--- src/rtl/qkd_transmitter_pulse_module.sv ---
// BB84 transmit pulse generator: buffers (bit, basis) symbols and fires one
// fixed-width one-hot laser trigger at the start of each time slot.
module qkd_transmitter_pulse_module #(
    parameter int SLOT_PERIOD = 16,
    parameter int PULSE_WIDTH = 4,
    parameter int FIFO_DEPTH  = 4
) (
    input  logic                          clk,
    input  logic                          rst_n,
    input  logic                          enable,
    input  logic                          in_valid,
    output logic                          in_ready,
    input  logic                          in_bit,
    input  logic                          in_basis,
    output logic [3:0]                    ttl_pulses,
    output logic                          pulse_active,
    output logic [$clog2(FIFO_DEPTH):0]   fifo_level,
    output logic [15:0]                   photon_count,
    output logic [15:0]                   miss_count
);

    localparam int AW = $clog2(FIFO_DEPTH);
    localparam int CW = $clog2(SLOT_PERIOD);

    typedef logic [AW:0]   level_t;
    typedef logic [CW-1:0] cnt_t;
    typedef enum logic {IDLE, RUN} state_t;

    localparam level_t FULL_LEVEL = level_t'(FIFO_DEPTH);
    localparam cnt_t   LAST_SLOT  = cnt_t'(SLOT_PERIOD - 1);
    localparam cnt_t   PULSE_END  = cnt_t'(PULSE_WIDTH);

    state_t        state;
    cnt_t          slot_cnt;
    logic [1:0]    mem [FIFO_DEPTH];
    logic [AW-1:0] wr_ptr;
    logic [AW-1:0] rd_ptr;
    logic [3:0]    code_q;
    logic [3:0]    head_code;
    logic [3:0]    ttl_next;
    logic          empty;
    logic          full;
    logic          push;
    logic          pop;
    logic          slot_start;

    assign full       = (fifo_level == FULL_LEVEL);
    assign empty      = (fifo_level == '0);
    assign in_ready   = !full;
    assign push       = in_valid && !full;
    assign slot_start = (state == RUN) && (slot_cnt == '0);
    assign pop        = slot_start && !empty;

    // Channel index is {basis, bit}, so H/V/D/A map to bits 0..3.
    always_comb begin
        head_code = 4'b0001 << mem[rd_ptr];
    end

    // The pulse register is loaded one cycle ahead so the trigger is high
    // exactly on slot_cnt 1..PULSE_WIDTH.
    always_comb begin
        ttl_next = 4'b0000;
        if (slot_start) begin
            ttl_next = empty ? 4'b0000 : head_code;
        end else if (state == RUN && slot_cnt < PULSE_END) begin
            ttl_next = code_q;
        end
    end

    always_ff @(posedge clk) begin
        if (push) begin
            mem[wr_ptr] <= {in_basis, in_bit};
        end
    end

    always_ff @(posedge clk or negedge rst_n) begin
        if (!rst_n) begin
            wr_ptr     <= '0;
            rd_ptr     <= '0;
            fifo_level <= '0;
        end else begin
            if (push) begin
                wr_ptr <= wr_ptr + 1'b1;
            end
            if (pop) begin
                rd_ptr <= rd_ptr + 1'b1;
            end
            case ({push, pop})
                2'b10:   fifo_level <= fifo_level + 1'b1;
                2'b01:   fifo_level <= fifo_level - 1'b1;
                default: fifo_level <= fifo_level;
            endcase
        end
    end

    always_ff @(posedge clk or negedge rst_n) begin
        if (!rst_n) begin
            state        <= IDLE;
            slot_cnt     <= '0;
            code_q       <= '0;
            ttl_pulses   <= '0;
            pulse_active <= 1'b0;
            photon_count <= '0;
            miss_count   <= '0;
        end else begin
            ttl_pulses   <= ttl_next;
            pulse_active <= |ttl_next;
            case (state)
                IDLE: begin
                    slot_cnt <= '0;
                    if (enable) begin
                        state <= RUN;
                    end
                end
                RUN: begin
                    // Stopping is only honoured at the slot boundary.
                    if (slot_cnt == LAST_SLOT) begin
                        slot_cnt <= '0;
                        if (!enable) begin
                            state <= IDLE;
                        end
                    end else begin
                        slot_cnt <= slot_cnt + 1'b1;
                    end
                    if (slot_cnt == '0) begin
                        if (!empty) begin
                            code_q       <= head_code;
                            photon_count <= photon_count + 16'd1;
                        end else begin
                            code_q <= '0;
                            if (miss_count != 16'hFFFF) begin
                                miss_count <= miss_count + 16'd1;
                            end
                        end
                    end
                end
                default: begin
                    state    <= IDLE;
                    slot_cnt <= '0;
                end
            endcase
        end
    end

endmodule
--- config.mk ---
export PLATFORM = sky130hd
export DESIGN_NAME = qkd_transmitter_pulse_module
export DESIGN_NICKNAME = d
export VERILOG_FILES = /design/src/rtl/qkd_transmitter_pulse_module.sv
export SDC_FILE = /design/constraint.sdc
export NUM_CORES = 1
export LEC_CHECK = 0
export ABC_AREA = 1
export ABC_CLOCK_PERIOD_IN_PS = 2950
export CORE_MARGIN = 3
export CORE_UTILIZATION = 54
export CTS_CLUSTER_SIZE = 14
export DETAILED_ROUTE_END_ITERATION = 8
export GPL_TIMING_DRIVEN = 0
export PLACE_DENSITY = 0.8
export SKIP_LAST_GASP = 1
export SYNTH_ARGS = -nofsm -noshare
export SYNTH_HDL_FRONTEND = slang
export SYNTH_SLANG_ARGS = --single-unit
export TNS_END_PERCENT = 50
--- constraint.sdc ---
create_clock -name clk -period 2.95 [get_ports clk]
set_clock_uncertainty 0.1 [all_clocks]
set_input_delay 0.7375 -clock clk [delete_from_list [all_inputs] [get_ports clk]]
set_output_delay 0.7375 -clock clk [all_outputs]
set_load 0.05 [all_outputs]
Word level (Yosys, flattened, before mapping)
Memory sizes are Yosys's and may differ from the RTL's.
Cells that the tools add are included.
{"block": "totals", "inputBits": 6, "mem_count": 1, "register_bits": 53, "ram_bits": 8}
{"block": "classes", "n_bitwise": 2, "n_eq_ne": 5, "n_reduce_logical": 13, "n_addsub": 7, "shift": 1, "mux": 11, "magnitude_cmp": 1}
{"name": "mem", "words": 4, "word_bits": 2, "read_ports": 1, "rd_ports_with_merged_regs": 0, "write_ports": 1, "line_no": "35", "text": "logic [1:0] mem [FIFO_DEPTH];"}
{"operator": "$add 16x1->16 const B", "count": 2}
{"operator": "$mux 4", "count": 4}
{"operator": "$ne 16x16->1 const B", "count": 1}
{"operator": "$pmux 4 s2", "count": 1}
{"operator": "$pmux 3 s2", "count": 1}
{"operator": "$add 2x1->2 const B", "count": 2}
{"operator": "$add 4x1->4 const B", "count": 1}
{"operator": "$eq 4x4->1 const B", "count": 1}
{"operator": "$logic_and 1x1->1", "count": 4}
{"operator": "$logic_not 4->1", "count": 1}
{"operator": "$lt 4x3->1 const B", "count": 1}
{"operator": "$mux 1", "count": 4}
{"operator": "$reduce_and 4->1", "count": 1}
{"operator": "$reduce_or 4->1", "count": 1}
{"operator": "$shl 1x2->4 const A", "count": 1}
{"operator": "$add 3x1->3 const B", "count": 1}
{"operator": "$eq 3x3->1 const B", "count": 1}
{"operator": "$logic_not 3->1", "count": 1}
{"operator": "$reduce_and 3->1", "count": 1}
{"operator": "$sub 3x1->3 const B", "count": 1}
{"operator": "$eq 2x1->1 const B", "count": 1}
{"operator": "$eq 2x2->1 const B", "count": 1}
{"operator": "$logic_not 1->1", "count": 2}
{"operator": "$not 1->1", "count": 2}
{"operator": "other kinds (3)", "count": 3}

Logic depth before layout (Yosys ltp)
Gate-level depths: netlist of the first run.
{"block": "logic_depth", "word_depth": 5, "depth_mapped": 12}

Worst setup path before layout of the first run
No wires, ideal clock.
{"block": "synth_path", "path_kind": "register -> register", "start": "register fifo_level[0]", "end": "register fifo_level[2]", "t_required_ps": 2719, "synth_period_minus_slack_ps": 2797, "stages_incl_launch_ff": 10, "slack_ps": 153, "setup_ps": 131, "n_path_buf": 0, "t_arrival_ps": 2566, "cell_sequence": "dfrtp_1 > inv_1 > nand3_1 > nand2_1 > ha_1 > inv_1 > fa_1 > a21oi_1 > o21ai_0 > xor2_1"}
{"block": "synth_between", "elab_chain_cells": 5, "word_cells_on_any_way": 12, "cone_classes": "add/sub (2); eq/ne (3); mux (1); reduce/logical (6)"}
{"item": "from (decl)", "line_no": "17", "text": "output logic [$clog2(FIFO_DEPTH):0] fifo_level,"}
{"item": "from (signal assigned)", "line_no": "89", "text": "2'b10: fifo_level <= fifo_level + 1'b1;"}
{"item": "from (signal assigned)", "line_no": "90", "text": "2'b01: fifo_level <= fifo_level - 1'b1;"}
{"item": "from (signal assigned)", "line_no": "91", "text": "default: fifo_level <= fifo_level;"}
{"item": "$eq 3x3->1 *", "line_no": "47", "text": "assign full = (fifo_level == FULL_LEVEL);"}
{"item": "$logic_not 1->1 *"}
{"item": "via in_ready", "line_no": "12", "text": "output logic in_ready,"}
{"item": "$logic_and 1x1->1 *", "line_no": "50", "text": "assign push = in_valid && !full;"}
{"item": "$eq 2x1->1 or $eq 2x2->1 (tied branches)", "line_no": "88", "text": "case ({push, pop})"}
{"item": "$pmux 3 s2 or $reduce_bool 2->1 (tied branches)"}
The timed path passes the listed nets; every way through them passes the cells marked *.
A chain may end at the register's enable or synchronous reset.

Worst setup path in the final report of the first run
{"block": "layout_path", "start": "register fifo_level[0]", "end": "output in_ready"}
{"block": "layout_between", "elab_chain_cells": 2}
{"item": "$eq 3x3->1", "line_no": "47"}
{"item": "$logic_not 1->1", "line_no": "49", "text": "assign in_ready = !full;"}
{"item": "to (decl)", "line_no": "12"}
No other way between the ends.

==> impl_results.md, run 1 <==
* Routability-driven placement congestion ratio at 0.883
* Final setup margin at 0.312 ns
* IO buf count at 46
* Chip width at 82.8 um
* Placed wire-length estimate at 4.63 mm
* Initial DRT Pass Iterations at 4
* Pwr Density at 787 nW/um^2
* Vias in the first global route at 2569
* Antenna Cells at 0
* Die ar. at 6860 sq um
* Final Max Slew Viols at 0
* Count leader, synth: nand2_1
* Crit-path max FO at 4
* Antenna violations before repair at 0
* First-pass GRT wire length at 11.1 mm
* I/O pin cnt at 47
* Final wirelength at 6.20 mm
* Critical Path RT at 2.11 ns
* Comb pwr share at 37.2%
* Syn-to-layout area delta at 24.3%
* Overall die height at 82.8 um
* Cells after Synth at 386
* Total Power at 3.12 mW
* Hold Slack at 0.203 ns
* Worst slew pin tran at 0.514 ns
* LEAKAGE at 1.83 nW
* Clock transition at the registers of the reported paths at 0.08 ns
* Fillers at 469
* Root Driver: clkbuf_8
* Xor/xnor share of the synthesized area at 8.24%
* Final min period at 2.64 ns
* Final nets at 460
* Final Cycle Share at 89.4%
* Clk pwr share at 24.6%
* Yosys top cell by area: dfrtp_1
* Mux cell area share after synthesis at 0%
* Async set-reset flop share out of synthesis at 86.9%
* Synth cell count leaders: 135 x nand2_1, 53 x dfrtp_1, 42 x inv_1
* DR DRC count at 0
* Pre-CTS setup slack at 0.290 ns
* Post-CTS repair timing setup buffer count at 0
* Synthesized net count at 402
* Initial DRC count at 104
* Largest family of logic cells by synthesized area: simple AND/OR/NAND/NOR gates
* Worst setup SP type: register
* Number of synthesized flops with an enable pin at 8
* RSZ-0062 raised after global routing: no
* Largest cells by area after synthesis: dfrtp_1 42%, nand2_1 16%, edfxtp_1 7.5%, inv_1 4.9%, nor2_1 4.7%
* Synth Register Bits at 61
* Initial Util at 56.8%
* Nature of the critical path endpoint: primary output
* TritonCTS clock tree: built
* Setup violators final at 0
* Crit path DAT at 1.80 ns
* Fmax at 379 MHz
* Sum of negative setup slack at 0 ns
* Clk buf depth at 2
* Cell variety after synth at 24
* VDD IR max at 659 uV
* Area of the multi-input gates at 1420 sq um
* Final hold vios at 0
* Hold buffer count at cts at 0
* Layout cells sized above 1 at 7.80%
* Reg power frac at 38.1%
* Largest net degree at the start of global routing at 39
* Worst min path class: in -> async
* Site row count at 27
* Adder-cell area share of the yosys netlist at 4.16%
* Primary FF master, synth: dfrtp_1
* Clock latency at the later pin of the worst-skew pair at 0.34 ns
* YS warnings at 0
* GRT overflow at 0
* CTS buffer count at 9
* Simple-gate share of the synthesized area at 29.9%
* CORE AREA at 5610 sq um
* Max Cap Viol at 0
* All-Layer GR Usage at 19.6%
* Internal at 1.85 mW
* Clock sink total at 61
* Switching share of power at 40.8%
* CP Class: reg -> out
* Net Sw Power at 1.27 mW
* Final ANT Viol Nets at 0
* Sequential cell area at 1570 sq um
* Post_cts resized at 0
* Sequential area share after synthesis at 49.1%
* Via density at 4.88
* Post-synthesis compound-gate area fraction at 2.20%
* Outcome: finished clean
* Post-Syn Area at 3190 sq um
* Max_slew headroom at 65.6%
* WL/cell at 11.9 um
* Syn Area/Cell at 8.26 sq um
* H-tree levels at 3
* Vias at 2541
* Yosys top cell area share at 41.6%
-- layer usage --
layer  share of wire, %  wire [um]  global-route usage [%]  up-vias
met5                  0          0                       0        -
met4                1.4         88                    8.62        0
met3                3.6        226                    3.87        8
met2                 50       3130                    33.4       52
met1                 44       2760                    24.0     1170
li1                   -          -                       -     1311
-- cells by family after synthesis --
| family | count (synthesis) |
|---|---|
| adder cells (fa/ha/maj) | 10 |
| AND/OR/NAND/NOR | 224 |
| XOR/XNOR | 30 |
| flip-flops | 61 |
| AO/OA/AOI/OAI | 14 |
| buffers and inverters | 47 |
-- through the flow --
stage | area (sq um) | utilization, % | instances
6_report | 3960 | 70.6 | 521
5_1_grt | 3960 | 70.6 | 521
4_1_cts | 3960 | 70.6 | 521
3_5_place_dp | 3750 | 66.9 | 505
3_3_place_gp | 3740 | 66.7 | 504
2_1_floorplan | 3190 | - | 386
-- sequential cells by signal (all words and copies together) (netlist names) --
| name | flops |
|---|---|
| miss_count | 16 |
| pulse_active | 1 |
| fifo_level | 3 |
| ttl_pulses | 4 |
| mem | 8 |
| state | 1 |
| photon_count | 16 |
| code_q | 4 |
| rd_ptr | 2 |
| wr_ptr | 2 |
| slot_cnt | 4 |
-- worst paths after layout --
path                                           start                    endpoint  slack, ns  depth (start not counted)
setup / recovery           fifo_level[0]$_DFFE_PN0P_                    in_ready       0.31                          3
hold / removal                                 rst_n   miss_count[5]$_DFFE_PN0P_       0.20                          1
setup reg to reg               slot_cnt[0]$_DFF_PN0_   fifo_level[2]$_DFFE_PN0P_       0.40                         12
hold reg to reg                code_q[3]$_DFFE_PN0P_       code_q[3]$_DFFE_PN0P_       0.39                          2
max in group asynchronous                      rst_n  miss_count[10]$_DFFE_PN0P_       2.02                          2
min in group clk               code_q[3]$_DFFE_PN0P_       code_q[3]$_DFFE_PN0P_       0.39                          2
-- area by class of cell --
cell class,instances,area share [%]
sequential,61,39.5
tap,72,2.27
clock inverter,6,1.77
buffer,5,1.17
multi-input combinational,278,35.8
clock buffer,10,3.47
inverter,42,3.98
timing repair buffer,47,12.0
-- critical path, stage by stage, from the launching register on --
cell and delay, ns:
dfrtp_1 0.39, inv_1 0.11, nand3_1 0.15, clkdlybuf4s50_1 0.83
-- power by group through the flow --
stage / combinational (mW) / clock, mW / sequential (mW)
floorplan: 0.587 / 0 / 1.44
global placement: 1.13 / 0 / 1.19
detailed placement: 1.16 / 0 / 1.20
CTS: 1.17 / 0.787 / 1.19
global route: 1.30 / 0.827 / 1.22
finish: 1.16 / 0.769 / 1.19
-- cells in the final DEF (no fill, tap or decap), drive strengths merged --
master / instances
clkinvlp: 1
nand4: 4
clkbuf: 11
dfrtp: 53
ha: 9
nand3b: 1
xnor2: 15
clkinv: 2
nor3: 4
inv: 44
o21ai: 11
edfxtp: 8
nand2: 138
a21oi: 3
fa: 1
xor2: 15
nor2: 47
nand3: 30
bufinv: 1
buf: 6
clkdlybuf4s50: 45
Power figures use the tool's default switching activity.
==> run 2, diff against run 1 <==
Settings changed: CORE_UTILIZATION 54 to 25, PLACE_DENSITY 0.8 to 0.43, REMOVE_ABC_BUFFERS set to 1, SKIP_CTS_REPAIR_TIMING set to 1.
==> impl_results.md, run 2 (synthesis gave the netlist of run 1 again) <==
* Crit path cell chain: inv_1, ha_1, nand3_2, nor2_4, ha_1, inv_1, fa_1, a21oi_1, o21ai_0, xor2_1 (was inv_1, nand3_1, clkdlybuf4s50_1)
* Antenna violations before repair at 0 (unchanged)
* TritonCTS clock tree: built (unchanged)
* First-pass GRT wire length at 11.7 mm (was 11.1 mm)
* Routability-driven placement congestion ratio at 0.757 (was 0.883)
* Nature of the critical path endpoint: register (was primary output)
* Worst path bufs/invs at 2 (unchanged)
* Vias in the first global route at 2370 (was 2569)
* Initial DRT Pass Iterations at 4 (unchanged)
* Initial DRC count at 95 (was 104)
* Non-Filler Instances at 611 (was 521)
* Final Cycle Share at 88.3% (was 89.4%)
* Vias at 2466 (was 2541)
* Antenna Cells at 0 (unchanged)
* Max Cap Viol at 0 (unchanged)
* Clock sink total at 61 (unchanged)
* Die ar. at 14100 sq um (was 6860 sq um)
* Setup violators final at 0 (unchanged)
* GRT overflow at 0 (unchanged)
* RSZ-0062 raised after global routing: no (unchanged)
* Clock latency at the later pin of the worst-skew pair at 0.32 ns (was 0.34 ns)
* Clk buf depth at 2 (unchanged)
* Layout cells sized above 1 at 5.87% (was 7.80%)
* Final Max Slew Viols at 0 (unchanged)
* VDD IR max at 486 uV (was 659 uV)
* Hold Slack at 0.321 ns (was 0.203 ns)
* CP Class: reg -> reg (was reg -> out)
* Overall die height at 119 um (was 82.8 um)
* Placed wire-length estimate at 5.14 mm (was 4.63 mm)
* Max_slew headroom at 51.9% (was 65.6%)
* Sum of negative setup slack at 0 ns (unchanged)
* Worst path slowest cell: nor2_4 (was clkdlybuf4s50_1)
* I/O pin cnt at 47 (unchanged)
* Top flop regs: miss_count (16), photon_count (16), mem (8) (unchanged)
* CTS buffer count at 9 (unchanged)
* LEAKAGE at 1.83 nW (about the same)
* Clock transition at the registers of the reported paths at 0.05 ns (was 0.08 ns)
* Final min period at 2.61 ns (was 2.64 ns)
* Largest net degree at the start of global routing at 31 (was 39)
* Total Power at 3.27 mW (was 3.12 mW)
* CORE AREA at 12300 sq um (was 5610 sq um)
* Crit-path leading delay family: adder cells (was buffers and inverters)
* Final ANT Viol Nets at 0 (unchanged)
* Pwr Density at 800 nW/um^2 (was 787 nW/um^2)
* Final wirelength at 6.92 mm (was 6.20 mm)
* Final hold vios at 0 (unchanged)
* Fmax at 384 MHz (was 379 MHz)
* Worst setup SP type: register (unchanged)
* Outcome: finished clean (unchanged)
* Chip width at 119 um (was 82.8 um)
* Site row count at 40 (was 27)
* Worst min path class: in -> async (unchanged)
* Root Driver: clkbuf_16 (was clkbuf_8)
* Syn-to-layout area delta at 28.1% (was 24.3%)
* Leading cell type in the layout, fill and taps excluded: nand2_1 (unchanged)
* H-tree levels at 3 (unchanged)
* Slowest stage delay, CP at 0.45 ns (was 0.83 ns)
* Commonest cells after routing, fill and taps aside: 135 x nand2_1, 53 x dfrtp_1, 45 x clkdlybuf4s50_1 (unchanged)
* Placed cell count at 596 (was 505)
* WL/cell at 11.3 um (was 11.9 um)
* Initial Util at 26.0% (was 56.8%)
* DR DRC count at 0 (unchanged)
* Worst slew pin tran at 0.718 ns (was 0.514 ns)
* Crit-path max FO at 20 (was 4)
* All-Layer GR Usage at 10.4% (was 19.6%)
* Via density at 4.04 (was 4.88)
* IO buf count at 46 (unchanged)
* Crit path DAT at 2.71 ns (was 1.80 ns)
* Critical Path RT at 3.05 ns (was 2.11 ns)
* Final nets at 455 (was 460)
run 2: cell count changes in the layout (fill, tap and decap cells not counted), sizes merged:
cell	delta
buf	-4
bufinv	-1
clkbuf	+1
clkinv	+1
clkinvlp	-1
inv	-2
run 2: metal layers:
metal | wire [um] | global-route usage (%) | part of all wire, %
met4 | 99 | 4.78 | 1.4
met1 | 3640 | 14.3 | 53
met2 | 2910 | 14.9 | 42
met5 | 0 | 0 | 0
met3 | 278 | 3.13 | 4.0
run 2: through the flow:
| stage | util, % | instance area, sq um | setup slack, ns |
|---|---|---|---|
| after global routing | 33.3 | 4080 | 0.0785 |
| after detailed placement | 31.2 | 3830 | -0.0202 |
| final | 33.3 | 4080 | 0.345 |
| after floorplan | - | 3140 | 0.149 |
| after global placement | 31.1 | 3810 | -0.850 |
| after CTS | 33.3 | 4080 | -0.0232 |
run 2: area by class of cell:
type,count,area [sq um]
clock buffers,12,236
clock inverters,3,15.0
fillers,1318,8180
inverters,42,158
multi-input cells,278,1420
flip-flops and latches,61,1570
well taps,168,210
repair buffers,47,475
run 2: power breakdown:
| part | internal, mW | switching, mW | leakage (nW) | total [mW] |
|---|---|---|---|---|
| clock network | 0.559 | 0.359 | 0.126 | 0.918 |
| logic | 0.378 | 0.762 | 0.931 | 1.14 |
| registers | 1.04 | 0.173 | 0.773 | 1.21 |
| total | 1.97 | 1.29 | 1.83 | 3.27 |
run 2: worst paths after layout:
| check | endpoint | slack, ns | depth (start not counted) | start |
|---|---|---|---|---|
| max | fifo_level[2]$_DFFE_PN0P_ | 0.34 | 10 | slot_cnt[0]$_DFF_PN0_ |
| min | wr_ptr[1]$_DFFE_PN0P_ | 0.32 | 1 | rst_n |
| max reg2reg | fifo_level[2]$_DFFE_PN0P_ | 0.34 | 10 | slot_cnt[0]$_DFF_PN0_ |
| min reg2reg | code_q[1]$_DFFE_PN0P_ | 0.38 | 2 | code_q[1]$_DFFE_PN0P_ |
| max in group asynchronous | miss_count[5]$_DFFE_PN0P_ | 1.84 | 2 | rst_n |
| min in group clk | code_q[1]$_DFFE_PN0P_ | 0.38 | 2 | code_q[1]$_DFFE_PN0P_ |
==> run 3, diff against run 2 <==
Settings changed: ABC_CLOCK_PERIOD_IN_PS 2950 to 2700, CAP_MARGIN set to 30, CORE_ASPECT_RATIO set to 0.5.
Clock period 2.95 ns to 2.7 ns, I/O delays scaled along.
==> impl_results.md, run 3 (synthesis gave the netlist of run 1 again) <==
* Clock transition at the registers of the reported paths at 0.05 ns (about the same)
* Clk buf depth at 2 (unchanged)
* Critical Path RT at 1.92 ns (was 3.05 ns)
* Placed cell count at 593 (was 596)
* Antenna Cells at 0 (unchanged)
* Worst setup SP type: register (unchanged)
* Initial Util at 26.3% (was 26.0%)
* H-tree levels at 3 (unchanged)
* Antenna violations before repair at 0 (unchanged)
* CTS buffer count at 9 (unchanged)
* Largest net degree at the start of global routing at 29 (was 31)
* Max_slew headroom at 50.5% (was 51.9%)
* Commonest cells after routing, fill and taps aside: 135 x nand2_1, 53 x dfrtp_1, 45 x clkdlybuf4s50_1 (unchanged)
* Non-Filler Instances at 610 (was 611)
* Placed inst area at 3820 sq um (was 3830 sq um)
* Initial DRT Pass Iterations at 4 (unchanged)
* Overall die height at 85.9 um (was 119 um)
* Site row count at 28 (was 40)
* Clock latency at the later pin of the worst-skew pair at 0.33 ns (was 0.32 ns)
* Final instance area at 4120 sq um (was 4080 sq um)
* IO buf count at 46 (unchanged)
* Pwr Density at 889 nW/um^2 (was 800 nW/um^2)
* Routability-driven placement congestion ratio at 0.743 (was 0.757)
* Leading cell type in the layout, fill and taps excluded: nand2_1 (unchanged)
* GRT overflow at 0 (unchanged)
* Worst min path class: in -> async (unchanged)
* Final Cycle Share at 93.1%
* CP Class: reg -> out (was reg -> reg)
* DR DRC count at 0 (unchanged)
* Clock sink total at 61 (unchanged)
* Top flop regs: miss_count (16), photon_count (16), mem (8) (unchanged)
* Initial DRC count at 144 (was 95)
* Finished Core Util at 34.0% (was 33.3%)
* Vias in the first global route at 2313 (was 2370)
* All-Layer GR Usage at 10.3% (was 10.4%)
* Final Max Slew Viols at 0 (unchanged)
* Via density at 4.00 (was 4.04)
* Pre-CTS setup slack at -0.230 ns (was -0.0202 ns)
* Setup violators final at 0 (unchanged)
* Fillers at 1292 (was 1318)
* Crit-path max FO at 4 (was 20)
* Outcome: finished clean (unchanged)
* RSZ-0062 raised after global routing: no (unchanged)
* Final hold vios at 0 (unchanged)
* Nature of the critical path endpoint: primary output (was register)
* Vias at 2440 (was 2466)
* WL/cell at 11.6 um (was 11.3 um)
* Final setup margin at 0.185 ns (was 0.345 ns)
* Max Cap Viol at 0 (unchanged)
* Final wirelength at 7.09 mm (was 6.92 mm)
* Chip width at 166 um (was 119 um)
* Syn-to-layout area delta at 29.2% (was 28.1%)
* VDD IR max at 297 uV (was 486 uV)
* Worst slew pin tran at 0.738 ns (was 0.718 ns)
* Hold Slack at 0.289 ns (was 0.321 ns)
* Fmax at 398 MHz
* First-pass GRT wire length at 11.6 mm (was 11.7 mm)
* LEAKAGE at 1.84 nW (was 1.83 nW)
* Final ANT Viol Nets at 0 (unchanged)
* TritonCTS clock tree: built (unchanged)
* Final nets at 456 (was 455)
* I/O pin cnt at 47 (unchanged)
* Crit path DAT at 1.74 ns (was 2.71 ns)
* CORE AREA at 12100 sq um (was 12300 sq um)
* Layout cells sized above 1 at 6.07% (was 5.87%)
* Die ar. at 14200 sq um (was 14100 sq um)
* Placed wire-length estimate at 5.15 mm (was 5.14 mm)
* Root Driver: clkbuf_16 (unchanged)
* Final min period at 2.51 ns
run 3: cell count changes in the layout (fill, tap and decap cells not counted):
cell	change
clkinv_1	+3
clkbuf_1	-2
clkinv_2	-2
bufinv_16	+1
clkinvlp_4	+1
nor2_2	+1
run 3: power breakdown:
| part | switching [mW] | total, mW | internal (mW) |
|---|---|---|---|
| Clock | 0.402 | 1.10 | 0.702 |
| Combinational | 0.828 | 1.24 | 0.411 |
| Sequential | 0.183 | 1.31 | 1.13 |
run 3: final timing paths:
check	cells past startpoint	end	slack, ns	startpoint
setup / recovery	3	in_ready	0.19	fifo_level[0]$_DFFE_PN0P_
hold / removal	1	miss_count[6]$_DFFE_PN0P_	0.29	rst_n
setup reg to reg	10	fifo_level[2]$_DFFE_PN0P_	0.20	slot_cnt[0]$_DFF_PN0_
hold reg to reg	2	code_q[3]$_DFFE_PN0P_	0.38	code_q[3]$_DFFE_PN0P_
max in group asynchronous	2	photon_count[12]$_DFFE_PN0P_	1.63	rst_n
min in group clk	2	code_q[3]$_DFFE_PN0P_	0.38	code_q[3]$_DFFE_PN0P_
run 3: final cells by class:
type	instances	area [sq um]	area share (%)
multi-input cells	279	1430	34.7
flip-flops and latches	61	1570	38.0
repair buffers	47	475	11.5
well taps	165	206	5.01
clock buffers	10	229	5.56
clock inverters	6	53.8	1.31
inverters	42	158	3.83
run 3: per-layer routing:
| metal | part of all wire (%) | global-route usage (%) |
|---|---|---|
| met5 | 0 | 0 |
| met2 | 44 | 15.4 |
| met4 | 1.4 | 3.85 |
| met1 | 50 | 13.7 |
| met3 | 4.1 | 3.78 |
run 3: per-stage QoR:
| stage | setup TNS, ns | power (mW) |
|---|---|---|
| 2_1_floorplan | -0.101 | 2.19 |
| 3_3_place_gp | -54.39 | 2.57 |
| 3_5_place_dp | -0.257 | 2.57 |
| 4_1_cts | -0.268 | 3.71 |
| 5_1_grt | 0 | 3.94 |
| 6_report | 0 | 3.66 |
run 3: critical path, cell delays in order, from the launching register on:
cell             delay (ns)
dfrtp_1                0.38
inv_1                  0.11
nand3_1                0.12
clkdlybuf4s50_1        0.81
